## config.mk

```make
export PLATFORM = sky130hd
export DESIGN_NAME = lut_neuron_loader_flat
export DESIGN_NICKNAME = d
export VERILOG_FILES = /design/src/rtl/lut_neuron_loader_if.sv /design/src/rtl/lut_neuron_loader.sv /design/src/flat_wrapper.sv
export SDC_FILE = /design/constraint.sdc
export NUM_CORES = 1
export LEC_CHECK = 0
export ABC_CLOCK_PERIOD_IN_PS = 2450
export BUFFER_PORTS_ARGS = -buffer_cell sky130_fd_sc_hd__buf_4
export CAP_MARGIN = 0
export CORE_MARGIN = 2
export CORE_UTILIZATION = 50
export DETAILED_ROUTE_END_ITERATION = 12
export PLACE_DENSITY = 0.73
export SLEW_MARGIN = 20
export SYNTH_ARGS = -nofsm -noshare
export SYNTH_HDL_FRONTEND = slang
export SYNTH_SLANG_ARGS = --single-unit
```

## constraint.sdc

```tcl
create_clock -name clk -period 2.45 [get_ports clk]
set_input_delay 0.245 -clock clk [delete_from_list [all_inputs] [get_ports clk]]
set_output_delay 0.245 -clock clk [all_outputs]
set_load 0.005 [all_outputs]
```

## src/rtl/lut_neuron_loader_if.sv

```systemverilog
// Configuration stream and lookup port bundle for lut_neuron_loader.
// The master side drives configuration beats and lookups; the slave side is the neuron.
interface lut_neuron_loader_if #(
    parameter int IN_BITS  = 8,
    parameter int OUT_BITS = 1,
    parameter int CFG_W    = 8
);
    logic                cfg_valid;
    logic                cfg_ready;
    logic [CFG_W-1:0]    cfg_data;
    logic                cfg_last;
    logic                cfg_err;
    logic                loaded;
    logic                in_valid;
    logic [IN_BITS-1:0]  in_data;
    logic                out_valid;
    logic [OUT_BITS-1:0] out_data;

    modport master (
        output cfg_valid, cfg_data, cfg_last, in_valid, in_data,
        input  cfg_ready, cfg_err, loaded, out_valid, out_data
    );

    modport slave (
        input  cfg_valid, cfg_data, cfg_last, in_valid, in_data,
        output cfg_ready, cfg_err, loaded, out_valid, out_data
    );
endinterface

```

## src/rtl/lut_neuron_loader.sv

```systemverilog
// Runtime-loadable LogicNet truth-table neuron held in distributed RAM with registered lookups.
// Define LUT_NEURON_READBACK_EN to add the rd_en/rd_beat/rd_data table readback port.
module lut_neuron_loader #(
    parameter int IN_BITS  = 8,
    parameter int OUT_BITS = 1,
    parameter int CFG_W    = 8,
    localparam int E  = CFG_W / OUT_BITS,
    localparam int NB = ((2 ** IN_BITS) * OUT_BITS) / CFG_W,
    localparam int BW = (NB > 1) ? $clog2(NB) : 1
) (
    input  logic                 clk,
    input  logic                 rst,
    lut_neuron_loader_if.slave   bus
`ifdef LUT_NEURON_READBACK_EN
    ,
    input  logic                 rd_en,
    input  logic [BW-1:0]        rd_beat,
    output logic [CFG_W-1:0]     rd_data
`endif
);

    localparam logic [1:0] S_EMPTY   = 2'd0;
    localparam logic [1:0] S_LOADING = 2'd1;
    localparam logic [1:0] S_READY   = 2'd2;

    logic [1:0]          state;
    logic [BW-1:0]       beat_cnt;
    logic [BW-1:0]       beat_idx;
    logic                accept;
    logic                is_final;
    logic                lookup_ok;
    logic [CFG_W-1:0]    mem [NB];
    logic [IN_BITS-1:0]  entry_idx;
    logic [BW-1:0]       lookup_beat;
    logic [CFG_W-1:0]    lookup_word;
    logic [OUT_BITS-1:0] lookup_bits;
    int                  entry_off;

    assign bus.cfg_ready = 1'b1;
    assign bus.loaded    = (state == S_READY);
    assign accept        = bus.cfg_valid & bus.cfg_ready;
    assign lookup_ok     = bus.in_valid & (state == S_READY);

    // Every first beat (from EMPTY or a reload from READY) lands in slot 0.
    assign beat_idx = (state == S_LOADING) ? beat_cnt : '0;
    assign is_final = (beat_idx == BW'(NB - 1));

    always_ff @(posedge clk) begin
        if (rst) begin
            state        <= S_EMPTY;
            beat_cnt     <= '0;
            bus.cfg_err  <= 1'b0;
        end else begin
            bus.cfg_err <= 1'b0;
            if (accept) begin
                if (bus.cfg_last && is_final) begin
                    state <= S_READY;
                end else if (bus.cfg_last || is_final) begin
                    state       <= S_EMPTY;
                    bus.cfg_err <= 1'b1;
                end else begin
                    state    <= S_LOADING;
                    beat_cnt <= beat_idx + 1'b1;
                end
            end
        end
    end

    // Table storage keeps the write-stream packing, one beat per word; never reset.
    always_ff @(posedge clk) begin
        if (accept && !rst) begin
            mem[beat_idx] <= bus.cfg_data;
        end
    end

    // Generated tables index entries with the input code bit-reversed.
    always_comb begin
        entry_idx   = '0;
        lookup_bits = '0;
        for (int j = 0; j < IN_BITS; j++) begin
            entry_idx[j] = bus.in_data[IN_BITS-1-j];
        end
        lookup_beat = BW'(int'(entry_idx) / E);
        entry_off   = int'(entry_idx) % E;
        lookup_word = mem[lookup_beat];
        for (int k = 0; k < E; k++) begin
            if (entry_off == k) begin
                lookup_bits = lookup_word[k*OUT_BITS +: OUT_BITS];
            end
        end
    end

    always_ff @(posedge clk) begin
        if (rst) begin
            bus.out_valid <= 1'b0;
            bus.out_data  <= '0;
        end else begin
            bus.out_valid <= lookup_ok;
            if (lookup_ok) begin
                bus.out_data <= lookup_bits;
            end
        end
    end

`ifdef LUT_NEURON_READBACK_EN
    always_ff @(posedge clk) begin
        if (rst) begin
            rd_data <= '0;
        end else if (rd_en) begin
            rd_data <= mem[rd_beat];
        end
    end
`endif

endmodule
```

## src/flat_wrapper.sv

```systemverilog
// flat-port wrapper written by rule: the top's interface ports become plain ports
module lut_neuron_loader_flat 
#(
    parameter int IN_BITS  = 8,
    parameter int OUT_BITS = 1,
    parameter int CFG_W    = 8,
    localparam int E  = CFG_W / OUT_BITS,
    localparam int NB = ((2 ** IN_BITS) * OUT_BITS) / CFG_W,
    localparam int BW = (NB > 1) ? $clog2(NB) : 1
)
  (clk, rst, bus_cfg_valid, bus_cfg_data, bus_cfg_last, bus_in_valid, bus_in_data, bus_cfg_ready, bus_cfg_err, bus_loaded, bus_out_valid, bus_out_data);
  lut_neuron_loader_if #(.IN_BITS(IN_BITS), .OUT_BITS(OUT_BITS), .CFG_W(CFG_W)) bus_i ();
  input  logic clk;
  input  logic rst;
  input wire logic [$bits(bus_i.cfg_valid)-1:0] bus_cfg_valid;
  input wire logic [$bits(bus_i.cfg_data)-1:0] bus_cfg_data;
  input wire logic [$bits(bus_i.cfg_last)-1:0] bus_cfg_last;
  input wire logic [$bits(bus_i.in_valid)-1:0] bus_in_valid;
  input wire logic [$bits(bus_i.in_data)-1:0] bus_in_data;
  output wire logic [$bits(bus_i.cfg_ready)-1:0] bus_cfg_ready;
  output wire logic [$bits(bus_i.cfg_err)-1:0] bus_cfg_err;
  output wire logic [$bits(bus_i.loaded)-1:0] bus_loaded;
  output wire logic [$bits(bus_i.out_valid)-1:0] bus_out_valid;
  output wire logic [$bits(bus_i.out_data)-1:0] bus_out_data;
  assign bus_i.cfg_valid = bus_cfg_valid;
  assign bus_i.cfg_data = bus_cfg_data;
  assign bus_i.cfg_last = bus_cfg_last;
  assign bus_i.in_valid = bus_in_valid;
  assign bus_i.in_data = bus_in_data;
  assign bus_cfg_ready = bus_i.cfg_ready;
  assign bus_cfg_err = bus_i.cfg_err;
  assign bus_loaded = bus_i.loaded;
  assign bus_out_valid = bus_i.out_valid;
  assign bus_out_data = bus_i.out_data;
  lut_neuron_loader #(.IN_BITS(IN_BITS), .OUT_BITS(OUT_BITS), .CFG_W(CFG_W)) u_core (.clk(clk), .rst(rst), .bus(bus_i));
endmodule
```

==> results.sh <==
export IMPL_outcome="finished, final reports clean"
export IMPL_layout_common_cells="256 x edfxtp_1, 59 x buf_4, 50 x mux4_2"
export IMPL_ir_drop_v=0.000474
export IMPL_rows=53
export IMPL_placeableCoreArea_um2=21000
export IMPL_layout_commonest_cell="edfxtp_1"
export IMPL_h_tree_depth=1
export IMPL_slew_headroom_pct=40.7
export IMPL_grt_pass1_vias=5753
export IMPL_hp_start="bus_cfg_valid"
export IMPL_rsz0062_at_grt="yes"
export IMPL_die_y_um=151
export IMPL_cp_end_kind="flip-flop"
export IMPL_setup_viol=0
export IMPL_fin_area_um2=12400
export IMPL_place_congestion=0.797
export IMPL_synth_async_reset_ratio_pct=0
export IMPL_ioPinCount=26
export IMPL_rr_startpoint="u_core.state[0]$_SDFFE_PP0P_"
export IMPL_synth_edff_count=256
export IMPL_skew_ns=0.0106
export IMPL_gr_total_overflow=0
export IMPL_grt_max_degree=33
export IMPL_syn_inst=536
export IMPL_power_w=0.00992
export IMPL_clock_sinks=266
export IMPL_r2r_slack_ns=0.10
export IMPL_clk_path_buf_depth=3
export IMPL_final_nets=627
export IMPL_startpoint_type="flip-flop"
export IMPL_cellLeakagePower_nw=4.09
export IMPL_worstPathArrival_ns=2.50
export IMPL_rr_worst_depth=6
export IMPL_ys_ff_latch=266
export IMPL_instances_no_fill=896
export IMPL_drive_above_1_share_pct=26.6
export IMPL_drtPass1Iterations=7
export IMPL_grtUsageTotal_pct=21.1
export IMPL_drt_total_wl_um=22800
export IMPL_hold_end="u_core.state[1]$_SDFFE_PP0P_"
export IMPL_cts_root_buf="clkbuf_16"
export IMPL_synth_flop_cell="edfxtp_1"
export IMPL_drc=0
export IMPL_min_path_cells=3
export IMPL_drtIter0Drc=743
export IMPL_synth_nets=562
export IMPL_cts_tree="yes"
export IMPL_viasPerCell=6.12
export IMPL_timing_fmax_ghz=0.426
export IMPL_p_per_area_nw_per_um2=797
export IMPL_dp_cells=847
export IMPL_period_share_pct=95.9
export IMPL_clkLatencyLatePin_ns=0.53
export IMPL_cp_data_required_time_ns=2.60
export IMPL_grt_pass1_wl_um=34600
export IMPL_yosysWarnings=0
export IMPL_path_class="flip-flop to flip-flop"
export IMPL_hold_class="primary input to flip-flop"
export IMPL_period_needed_ns=2.35
export IMPL_numCtsBuffers=26
export IMPL_syn_avg_cell_area_um2=20.0
export IMPL_die_w_um=151
export IMPL_drv_slew=0
export IMPL_dpl_hpwl_um=14300
export IMPL_synth_distinct_cells=47
export IMPL_antenna_left=0
export IMPL_vias=5483
export IMPL_yosysSeqAreaShare_pct=73.4
export IMPL_placed_cell_area_um2=11400
export IMPL_path_clk_slew_ns=0.06
export IMPL_postCtsSetupRepairBufs=0
export IMPL_routedWlPerCell_um=25.5
export IMPL_syn_to_final_growth_pct=15.8
export IMPL_num_antenna_cells=0
export IMPL_io_buffers=24
export IMPL_initial_core_util_pct=51.1
export IMPL_finalHoldViolations=0
export IMPL_antenna_found_initial=0
export IMPL_r2r_end="u_core.mem[4][7]$_DFFE_PP_"
export IMPL_drv_cap=0
export IMPL_syn_area_um2=10700
export IMPL_tightest_slew_ns=0.887
export IMPL_crit_fanout=8
export IMPL_fin_util_pct=59.2
export IMPL_die_area_um2=22700
-- worst max-delay path, cell delays in order, from the launching register on --
cell     delay, ns
dfxtp_1       0.33
nor2b_1       0.15
and2_1        0.20
inv_1         0.09
ha_1          0.14
nand2_1       0.27
nor2_1        0.78
-- report_power, final --
| group | internal [W] | switching (W) | leakage, nW |
|---|---|---|---|
| logic | 0.000200 | 0.000262 | 1.24 |
| clock network | 0.00281 | 0.00166 | 0.470 |
| registers | 0.00499 | 0.00000436 | 2.38 |
| total | 0.00800 | 0.00192 | 4.09 |
-- registers in the layout, indices dropped and copies added, names as in the netlist --
register / count
u_core.bus.out_data: 1
u_core.beat_cnt: 5
u_core.bus.cfg_err: 1
u_core.bus.out_valid: 1
u_core.state: 2
u_core.mem: 256
-- worst max-delay path by stage --
stage,slack (ns),endpoint,depth (start not counted),startpoint
floorplan,0.26,u_core.bus.out_data$_SDFFE_PP0P_,9,bus_in_data[4]
global placement,-0.06,u_core.bus.out_data$_SDFFE_PP0P_,9,bus_in_data[4]
detailed placement,-0.16,u_core.bus.out_data$_SDFFE_PP0P_,9,bus_in_data[4]
CTS,0.02,u_core.mem[30][2]$_DFFE_PP_,6,u_core.state[0]$_SDFFE_PP0P_
global route,-0.08,u_core.mem[2][4]$_DFFE_PP_,6,u_core.state[0]$_SDFFE_PP0P_
finish,0.10,u_core.mem[4][7]$_DFFE_PP_,6,u_core.state[0]$_SDFFE_PP0P_
-- routing by layer --
layer	part of all wire [%]	GRT usage, %
met5	0	0
met3	7.2	3.15
met2	48	33.9
met4	2.4	5.66
met1	42	30.7
-- Yosys cell counts, types with 3 or more instances --
master / number / area, um^2
buf_6: 3 / 33.8
a221oi_1: 3 / 26.3
mux4_1: 19 / 499
ha_1: 5 / 62.6
buf_2: 11 / 55.1
mux4_2: 50 / 1130
nand3_1: 7 / 35.0
clkbuf_1: 9 / 33.8
mux2i_1: 15 / 150
nor2_1: 47 / 176
a21oi_1: 5 / 25.0
o21ai_0: 12 / 60.1
buf_4: 3 / 22.5
nand2_1: 17 / 63.8
and2_1: 6 / 37.5
nor2b_1: 10 / 62.6
edfxtp_1: 256 / 7690
nand2b_1: 5 / 31.3
dfxtp_1: 10 / 200
a22oi_1: 6 / 45.0
nor3_1: 3 / 15.0
inv_1: 5 / 18.8
-- kinds of logic (layout without fill, tap and decap cells) --
family | count (synthesis) | in the layout | share of synthesized area, %
AND/OR/NAND/NOR | 108 | 108 | 4.94
AO/OA/AOI/OAI | 37 | 37 | 2.39
flip-flops | 266 | 266 | 73.4
other | 1 | 1 | 0.0349
XOR/XNOR | 1 | 1 | 0.0816
buffers and inverters | 33 | 118 | 1.90
adder cells (fa/ha/maj) | 5 | 5 | 0.582
multiplexers | 85 | 85 | 16.6
-- stage by stage --
stage | hold WS [ns] | TNS [ns] | setup WS [ns]
after floorplan | 0.344 | 0 | 0.257
after global placement | 0.472 | -0.0596 | -0.0596
after detailed placement | 0.484 | -0.155 | -0.155
after CTS | 0.0105 | 0 | 0.0224
after global routing | 0.0231 | -2.28 | -0.0849
final | 0.0174 | 0 | 0.102
-- cell type report --
cell class	count	area, um^2
clock buffer	32	714
clock inverter	16	262
fill	1450	8580
inverter	5	18.8
multi-input combinational	237	2660
sequential	266	7890
tap	275	344
timing repair buffer	65	553
-- what timing repair did --
action | in CTS | in global routing
setup endpoints to repair | 0 | 58
hold endpoints to repair | 7 | 0
hold buffers | 1 | 0
resized for setup | 0 | 5
Power figures use the tool's default switching activity.
